$ cat src/rtl/shift_unit.sv
// shift_unit: iterative MIPS shifter (SLL/SRL/SRA and V variants), STEP bits per cycle, valid/ready on both sides
module shift_unit #(
   parameter int STEP = 1
) (
   input  logic        clk,
   input  logic        reset_n,
   input  logic        in_valid,
   output logic        in_ready,
   input  logic [5:0]  funct,
   input  logic [4:0]  shamt,
   input  logic [31:0] rs_data,
   input  logic [31:0] rt_data,
   input  logic [4:0]  rd_addr,
   output logic        out_valid,
   input  logic        out_ready,
   output logic [31:0] result,
   output logic [4:0]  wr_addr,
   output logic        illegal,
   output logic        busy
);
   typedef enum logic [1:0] {IDLE, SHIFT, DONE} state_t;
   localparam logic [4:0] STEP_W = 5'(STEP);
   state_t      r_state, w_next;
   logic [31:0] r_work;
   logic [4:0]  r_count;
   logic [4:0]  r_wr_addr;
   logic        r_left, r_arith, r_illegal;
   logic        w_accept, w_legal, w_left, w_arith, w_unused;
   logic [4:0]  w_amount, w_k, w_count_next;
   logic [31:0] w_sra, w_shifted;
   assign w_accept     = in_valid && r_state == IDLE;
   assign w_legal      = funct[5:3] == 3'b000 && funct[1:0] != 2'b01;
   assign w_left       = funct[1:0] == 2'b00;
   assign w_arith      = funct[1:0] == 2'b11;
   assign w_amount     = funct[2] ? rs_data[4:0] : shamt;
   assign w_unused     = ^rs_data[31:5];
   assign w_k          = r_count < STEP_W ? r_count : STEP_W;
   assign w_count_next = r_count - w_k;
   // bit 31 never changes under an arithmetic shift, so it always holds the original sign
   assign w_sra        = $signed(r_work) >>> w_k;
   assign w_shifted    = r_left ? r_work << w_k : r_arith ? w_sra : r_work >> w_k;
   always_comb begin
      w_next = r_state;
      unique case (r_state)
         IDLE:    if (in_valid) w_next = (!w_legal || w_amount == 5'd0) ? DONE : SHIFT;
         SHIFT:   if (w_count_next == 5'd0) w_next = DONE;
         DONE:    if (out_ready) w_next = IDLE;
         default: w_next = IDLE;
      endcase
   end
   always_ff @(posedge clk or negedge reset_n) begin
      if (!reset_n) r_state <= IDLE;
      else          r_state <= w_next;
   end
   always_ff @(posedge clk or negedge reset_n) begin
      if (!reset_n) begin
         r_work    <= '0;
         r_count   <= '0;
         r_wr_addr <= '0;
         r_left    <= 1'b0;
         r_arith   <= 1'b0;
         r_illegal <= 1'b0;
      end else if (w_accept) begin
         r_work    <= rt_data;
         r_count   <= w_legal ? w_amount : 5'd0;
         r_wr_addr <= rd_addr;
         r_left    <= w_left;
         r_arith   <= w_arith;
         r_illegal <= !w_legal;
      end else if (r_state == SHIFT) begin
         r_work    <= w_shifted;
         r_count   <= w_count_next;
      end else if (r_state == DONE && out_ready) begin
         r_illegal <= 1'b0;
      end
   end
   assign in_ready  = r_state == IDLE;
   assign out_valid = r_state == DONE;
   assign busy      = r_state != IDLE;
   assign result    = r_work;
   assign wr_addr   = r_wr_addr;
   assign illegal   = r_illegal;
endmodule

$ cat config.mk
export PLATFORM = sky130hd
export DESIGN_NAME = shift_unit
export DESIGN_NICKNAME = d
export VERILOG_FILES = /design/src/rtl/shift_unit.sv
export SDC_FILE = /design/constraint.sdc
export NUM_CORES = 1
export LEC_CHECK = 0
export ABC_AREA = 1
export CAP_MARGIN = 25
export CORE_MARGIN = 5
export CORE_UTILIZATION = 46
export CTS_CLUSTER_DIAMETER = 40
export DETAILED_ROUTE_END_ITERATION = 10
export HOLD_SLACK_MARGIN = 0.02
export PLACE_DENSITY = 0.95
export RECOVER_POWER = 25
export SYNTH_ARGS = -nofsm -noshare
export SYNTH_HDL_FRONTEND = slang
export SYNTH_SLANG_ARGS = --single-unit
$ cat constraint.sdc
create_clock -name clk -period 4 [get_ports clk]
set_input_delay 0.8 -clock clk [delete_from_list [all_inputs] [get_ports clk]]
set_output_delay 0.8 -clock clk [all_outputs]
set_load 0.05 [all_outputs]
==> results.sh <==
export IMPL_outcome="finished clean"
export IMPL_ys_types=30
export IMPL_antenna_found_initial=0
export IMPL_maxCapViolations=0
export IMPL_required_ns=4.20
export IMPL_vias_per_cell=5.424
export IMPL_die_h_um=89.17
export IMPL_synthTopCellsByArea="dfrtp_1, nand2_1, nand3_1, o211ai_1, o21ai_0"
export IMPL_final_layout_size_suffix_gt1_frac=0.05098
export IMPL_leakage_uw=0.001877
export IMPL_detail_route_wl_per_cell_um=14.55
export IMPL_synth_warnings=0
export IMPL_antennaDiodeCount=0
export IMPL_clock_latency_ns=0.30
export IMPL_setup_viol=0
export IMPL_fin_crit_sh=0.6972
export IMPL_final_util=0.6556
export IMPL_worst_pin_slew_ns=1.458
export IMPL_met1Wirelength_mm=3.430
export IMPL_synthArstFlopShare=1.000
export IMPL_worst_setup_path_start_kind="primary input"
export IMPL_core_um2=5991
export IMPL_synth_seq_cells=47
export IMPL_crit_chain="clkdlybuf4s50_1 -> nand2_2 -> buf_4 -> nand2_2 -> inv_2 -> a21oi_4 -> nand2_2 -> nand2_2 -> o21ai_1 -> inv_2"
export IMPL_cts_hold_buf=0
export IMPL_synth_fp_nets=509
export IMPL_final_setup_tns_ns=0
export IMPL_grt_max_degree=48
export IMPL_syn_inst=424
export IMPL_cts_resized=0
export IMPL_cts_buffer_depth=2
export IMPL_worst_path_max_delay_cell="clkdlybuf4s50_1"
export IMPL_critical_path_class="in2reg"
export IMPL_drc_errors=0
export IMPL_gr_total_overflow=0
export IMPL_worstPathArrival_ns=2.98
export IMPL_htreeDepth=2
export IMPL_clk_pin_slew_ns=0.08
export IMPL_ys_seq_area_frac=0.4080
export IMPL_cts_root_buf="clkbuf_8"
export IMPL_slowest_delay_ns=0.46
export IMPL_drt_iter0_markers=197
export IMPL_start_util=0.4812
export IMPL_synth_top_area_cell="dfrtp_1"
export IMPL_numCtsBuffers=5
export IMPL_pwr_density_cell_nw_per_um2=820.5
export IMPL_synthTopCellsByCount="nand2_1, nand3_1, dfrtp_1"
export IMPL_cpMostUsedCell="nand2_2"
export IMPL_die_x_um=89.17
export IMPL_via_count=3173
export IMPL_place_congestion=0.8937
export IMPL_wl_met3_um=766
export IMPL_synth_ff_type="dfrtp_1"
export IMPL_rsz0062_at_grt="no"
export IMPL_max_vdd_ir_drop_mv=0.5536
export IMPL_cp_top_family="buffers and inverters"
export IMPL_syn_area_per_cell_um2=6.799
export IMPL_grt_util_all_layers=0.2180
export IMPL_routed_top_layer="met4"
export IMPL_fillers=532
export IMPL_io_buffer_count=97
export IMPL_slew_headroom=0.02811
export IMPL_grt_pass1_vias=3115
export IMPL_routed_wirelength_mm=8.513
export IMPL_nets=595
export IMPL_hpwlAfterDp_mm=6.082
export IMPL_grt_pass1_wl_mm=13.81
export IMPL_tritoncts="yes"
export IMPL_synth_edf_count=0
export IMPL_fmax_ghz=0.3586
export IMPL_area_growth_pct=36.24
export IMPL_slew_violations=0
export IMPL_skew_ns=0.005368
export IMPL_cts_sinks=47
export IMPL_hold_path_class="reg2reg"
export IMPL_path_buf_inv=4
export IMPL_crit_fanout=30
export IMPL_ant_nets=0
export IMPL_io_pins=125
export IMPL_dr_pass1_iters=4
export IMPL_crit_path_end_kind="flop"
export IMPL_hold_violations=0
export IMPL_num_rows=28
export IMPL_die_area_um2=7950
export IMPL_route_met2_wl_mm=4.191
export IMPL_netlist_area_um2=2883
export IMPL_fin_crit_ns=2.789
export IMPL_post_synth_top_count_cell="nand2_1"
export IMPL_post_cts_repair_setup_buffers=0
export IMPL_synth_top_area_share=0.4080
-- where the power goes --
| part | internal (µW) | switching, µW | total [µW] |
|---|---|---|---|
| sequential | 670 | 191 | 861 |
| clock | 136 | 157 | 293 |
| combinational | 662 | 1410 | 2070 |
-- cell usage in the layout (no fill, tap or decap), drive strengths merged, types with 6 or more instances in the layout --
master and n:
a21oi 6, clkbuf 8, clkdlybuf4s50 96, dfrtp 47
inv 31, nand2 192, nand3 52, nor2 20
o211ai 14, o21ai 23
-- per-layer routing --
metal,global-route usage,up-vias
li1,-,1537
met2,0.3831,149
met1,0.2629,1475
met5,0,-
met3,0.05530,12
met4,0.06360,0
-- path summary, 6_finish.rpt --
path                       slack, ns        from  depth (start not counted)         end
min                             0.49  wr_addr[0]                          2  wr_addr[0]
max reg2reg                     1.73  r_state[0]                         10   result[1]
max                             1.21    in_valid                         10   result[1]
max in group asynchronous       1.36     reset_n                          2      r_left
min reg2reg                     0.49  wr_addr[0]                          2  wr_addr[0]
min in group asynchronous       0.72     reset_n                          1  result[12]
-- worst min-delay path, stage by stage (launching register included) --
cell	delay (ns)
dfrtp_1	0.35
nand2_1	0.05
nand2_1	0.06
-- registers in the layout, summed over array words and instances (netlist names) --
register  flops
r_left        1
result       32
r_state       2
r_count       5
illegal       1
r_arith       1
wr_addr       5
-- final cells by class --
class	count	area, µm²	share of cell area
multi-input cells	324	1463	0.3724
flip-flops and latches	47	1176	0.2995
repair buffers	101	991.0	0.2523
well taps	75	93.84	0.02389
inverters	31	116.4	0.02963
clock buffers	6	82.58	0.02103
clock inverters	1	5.005	0.001274
-- per-stage QoR --
| step | hold slack, ns | power, µW | std cells | worst slack [ns] | cell area (µm²) |
|---|---|---|---|---|---|
| floorplan | 0.4664 | 2315 | 424 | 2.082 | 2883 |
| global placement | 0.4637 | 2856 | 577 | 0.9741 | 3837 |
| detailed placement | 0.4689 | 2922 | 577 | 0.9130 | 3837 |
| CTS | 0.4931 | 3223 | 584 | 1.244 | 3925 |
| global route | 0.5290 | 3449 | 585 | 0.9121 | 3928 |
| finish | 0.4919 | 3223 | 585 | 1.211 | 3928 |
-- kinds of logic after synthesis --
group | after synthesis | share of synthesized area
flops | 47 | 0.4080
xor+xnor | 1 | 0.003039
compound gates | 51 | 0.1111
simple gates | 271 | 0.3889
buf+inv | 53 | 0.08463
fa+ha+maj | 1 | 0.004340
No activity file was read; power rests on OpenSTA's default activity.
==> RTL edit 1: new RTL, config.mk and constraints unchanged <==
Encoding of `state_t`: now one-hot (3 bits for 3 states).
--- a/src/rtl/shift_unit.sv
+++ b/src/rtl/shift_unit.sv
@@ -18,7 +18,7 @@
    output logic        illegal,
    output logic        busy
 );
-   typedef enum logic [1:0] {IDLE, SHIFT, DONE} state_t;
+   typedef enum logic [2:0] {IDLE = 3'b001, SHIFT = 3'b010, DONE = 3'b100} state_t;
    localparam logic [4:0] STEP_W = 5'(STEP);
    state_t      r_state, w_next;
    logic [31:0] r_work;
Check against the original RTL: same outputs for any inputs over 10 cycles, from zero or initial values and one cycle with reset_n low; not proved beyond that.
==> RTL edit 1 against the original RTL <==
The run now ends with max-capacitance violations, max-slew violations left. Sequential cell count increased by 1. Synthesized area increased by 4.5%. Global-route usage increased by 0.39 points. Register-to-register slack got worse by 110 ps. Setup slack got worse by 49 ps. Final area increased by 4.2%. Maximum frequency decreased by 1.7%. Via count increased by 8.3%. First-iteration DRC count increased by 97%. Cell count increased by 5.0%. Clock power increased by 23%. Total power increased by 13%. Routed wire length increased by 9.3%. Core utilization decreased by 1.1 points. Critical path type is now register to output pin.
==> RTL edit 1: results (changes against the original RTL) <==
.. list-table::
   :header-rows: 1

   * - Metric
     - Value
   * - Area used by multi-input combinational logic
     - 1540 um2 (+5.2%)
   * - Maximum fanout along the worst path
     - 3 (-90%)
   * - Failing checks
     - max-capacitance violations, max-slew violations
   * - Non-clk bufs
     - 102 (+0.99%)
   * - # fillers
     - 535 (+0.56%)
   * - Clk tree area frac
     - 2.72% (+0.49 points)
   * - Pre-CTS worst setup slack
     - 1300 ps (+391 ps)
   * - Register-to-register setup slack
     - 1620 ps (-110 ps)
   * - Reg2reg start
     - r_count[2]
   * - Met1 layer usage reported by global route
     - 27.2% (+0.92 points)
   * - Metal1 wirelength
     - 3630 um (+5.9%)
   * - Met3 demand-to-capacity share in global routing
     - 6.25% (+0.72 points)
   * - Non-clock inverter count in the final layout
     - 39 (+26%)
   * - Min-delay src
     - wr_addr[2]
   * - Run status
     - finished with violations
   * - Signal buf overhead
     - 24.4% (-0.84 points)
   * - Worst setup path startpoint
     - r_state[0]
   * - Via count of the first global-routing pass
     - 3319 (+6.5%)
   * - Count of cells along the worst register-to-register path
     - 9 (-1)
   * - Max Transition Viols Final
     - 34 (+34)
   * - List of most frequent post-synthesis cells
     - nand2_1 (173), dfrtp_1 (47), nor2_1 (38)
   * - Hold Worst Slack
     - 488 ps (-3.96 ps)
   * - Arrival time of the worst setup path
     - 2040 ps (-940 ps)
   * - Final std cells w/o fill
     - 614 (+5.0%)
   * - Overall global routing resource usage
     - 22.2% (+0.39 points)
   * - Summed area of non-filler cells in the final layout
     - 4090 um2 (+4.2%)
   * - Cell types with the largest area share after synthesis
     - dfrtp_1 (39%), nand2_1 (22%), o21ai_0 (6.0%)
   * - Number of nets in the layout
     - 621 (+4.4%)
   * - Multi-Input Combinational
     - 340 (+4.9%)
   * - Number of max-cap violations
     - 1 (+1)
   * - Area of placed instances
     - 4000 um2 (+4.2%)
   * - Final RePlAce weighted congestion
     - 0.847 (-5.2%)
   * - Clock Buffer Count
     - 5 (-1)
   * - Share of cells above drive strength 1
     - 4.84% (-0.26 points)
   * - Met3 routed wirelength
     - 963 um (+26%)
   * - Net count of the mapped netlist
     - 534 (+4.9%)
   * - Largest net degree at the start of global routing
     - 44 (-8.3%)
RTL edit 1: cell count changes after synthesis, moves of 7 or more:
| cell | before | now |
|---|---|---|
| o21ai_0 | 19 | 36 |
| nand2_1 | 188 | 173 |
| nor2_1 | 16 | 38 |
| nand3_1 | 52 | 33 |
| o21ai_1 | 4 | 15 |
| o211ai_1 | 14 | 7 |
| inv_1 | 25 | 35 |
| o22ai_1 | 2 | 11 |
RTL edit 1: cell families after synthesis:
kind of cell             synth area share (%)
adder cells (fa/ha/maj)                 0.415
flip-flops                               39.9
AO/OA/AOI/OAI                            15.3
buffers and inverters                    8.97
AND/OR/NAND/NOR                          35.4
RTL edit 1: power groups by stage:
stage | Combinational [uW] | Clock [uW] | Sequential, uW
2_1_floorplan | 1150 | 0 | 1410
3_3_place_gp | 2310 | 0 | 858
3_5_place_dp | 2380 | 0 | 871
4_1_cts | 2390 | 364 | 863
5_1_grt | 2610 | 384 | 894
6_report | 2400 | 360 | 869
==> RTL edit 2: new RTL, same flow settings <==
Made on the original files. Reset style: synchronous (`reset_n`), changed in 2 clocked blocks.
--- a/src/rtl/shift_unit.sv
+++ b/src/rtl/shift_unit.sv
@@ -48,11 +48,11 @@
          default: w_next = IDLE;
       endcase
    end
-   always_ff @(posedge clk or negedge reset_n) begin
+   always_ff @(posedge clk) begin
       if (!reset_n) r_state <= IDLE;
       else          r_state <= w_next;
    end
-   always_ff @(posedge clk or negedge reset_n) begin
+   always_ff @(posedge clk) begin
       if (!reset_n) begin
          r_work    <= '0;
          r_count   <= '0;
Check against the original RTL: differs if reset_n is asserted again (counterexample within 4 cycles, from zero or initial values and one cycle with reset_n low); with reset_n held inactive, the same outputs for 10 cycles.
==> RTL edit 2 against the original RTL <==
The flow now finishes with violations (max-capacitance violations, max-slew violations). Critical path depth is 3 lower. Final area grew 2.5%. Setup slack got worse by 440 ps. Non-clock buffer count fell by 1. Synthesized area rose by 5.9%. Routed wire length increased by 14%. Sequential cell count is the same.
Power is not compared: it rests on default switching activity, and its combinational part moved more than twofold at a synthesized area within 25%.
==> RTL edit 2: results (changes against the original RTL) <==
.. list-table::
   :header-rows: 1

   * - Metric
     - Value
   * - Run status
     - finished with violations
   * - Failing checks
     - max-capacitance violations, max-slew violations
   * - Via count of the first global-routing pass
     - 3438 (+10%)
   * - List of most frequent post-synthesis cells
     - nand2_1 (172), dfxtp_1 (47), a21oi_1 (41)
   * - Total placed cells including tap cells
     - 632 (+9.5%)
   * - Share of the synthesized area in compound gates (AO/OA/AOI/OAI)
     - 20.4% (+9.2 points)
   * - Async set or reset register ratio after synthesis
     - 0% (-100 points)
   * - First-iteration detailed-routing DRC count
     - 261 (+32%)
   * - Pre-CTS worst setup slack
     - 1060 ps (+148 ps)
   * - Global-route wire length before repair
     - 15800 um (+15%)
   * - Final std cells w/o fill
     - 639 (+9.2%)
   * - Maximum fanout along the worst path
     - 45 (+50%)
   * - Largest net degree at the start of global routing
     - 46 (-4.2%)
   * - Synthesized instance count
     - 483 (+14%)
   * - Number of nets in the layout
     - 647 (+8.7%)
   * - Max Transition Viols Final
     - 46 (+46)
   * - Min-delay src
     - result[23]
   * - Sequential element share of the synthesized area
     - 30.8% (-10 points)
   * - Slew of the pin with the lowest slew margin
     - 1570 ps (+112 ps)
   * - Overall global routing resource usage
     - 22.4% (+0.65 points)
   * - Count of cells along the worst register-to-register path
     - 7 (-3)
   * - Cell types with the largest area share after synthesis
     - dfxtp_1 (31%), nand2_1 (21%), a21oi_1 (6.7%)
   * - Hold Path Sink
     - result[23]
   * - Post-Synth XOR/XNOR Area
     - 0.574% (+0.27 points)
   * - Final RePlAce weighted congestion
     - 0.841 (-5.9%)
   * - Prevailing post-synth register cell
     - dfxtp_1
   * - Net count of the mapped netlist
     - 568 (+12%)
   * - Synthesized-area fraction occupied by adder cells
     - 0.410% (-0.024 points)
   * - Number of max-cap violations
     - 1 (+1)
-- RTL edit 2: worst max-delay path by stage --
stage	startpoint	to	slack (ps)	depth (start not counted)
final	in_valid	r_count[2]	770	7
after CTS	r_state[1]	out_valid	1250	3
after global routing	in_valid	r_count[2]	650	7
after floorplan	r_state[1]	out_valid	1960	2
after global placement	in_valid	result[11]	1120	8
after detailed placement	in_valid	result[11]	1060	8
-- RTL edit 2: critical path, stage by stage --
cell           delay, ps
dlygate4sd3_1        610
nand2_1             1150
nor2_1               360
nand2_1              160
o21ai_0               90
o21ai_0              190
inv_1                 50
-- RTL edit 2: area by class of cell --
type / count / area, um2
Clock buffer: 6 / 72.6
Clock inverter: 1 / 30.0
Sequential cell: 47 / 941
Multi-Input combinational cell: 366 / 1730
Tap cell: 77 / 96.3
Timing Repair Buffer: 100 / 993
Fill cell: 557 / 2400
Inverter: 42 / 158
-- RTL edit 2: cells by family after synthesis --
group	count (synthesis)
xor+xnor	2
buf+inv	70
fa+ha+maj	1
simple gates	254
flops	47
compound gates	109
-- RTL edit 2: through the flow --
step / util [%] / hold slack [ps] / cell area [um2]
6_report: 62.7 / 483 / 4030
3_5_place_dp: 61.3 / 471 / 3940
5_1_grt: 62.7 / 507 / 4030
3_3_place_gp: 61.3 / 463 / 3940
4_1_cts: 62.9 / 484 / 4040
2_1_floorplan: - / 468 / 3050
-- RTL edit 2: where the power goes --
part / switching (uW) / internal, uW / leakage [uW]
Clock: 162 / 184 / 0.0000513
Combinational: 545 / 277 / 0.00128
Sequential: 61.9 / 527 / 0.000387
-- RTL edit 2: layer usage --
metal | up-vias | wire (um) | GRT usage, %
li1 | 1716 | - | -
met1 | 1635 | 3820 | 27.0
met2 | 176 | 4750 | 38.8
met3 | 22 | 939 | 6.28
met4 | 0 | 169 | 6.53
met5 | - | 0 | 0
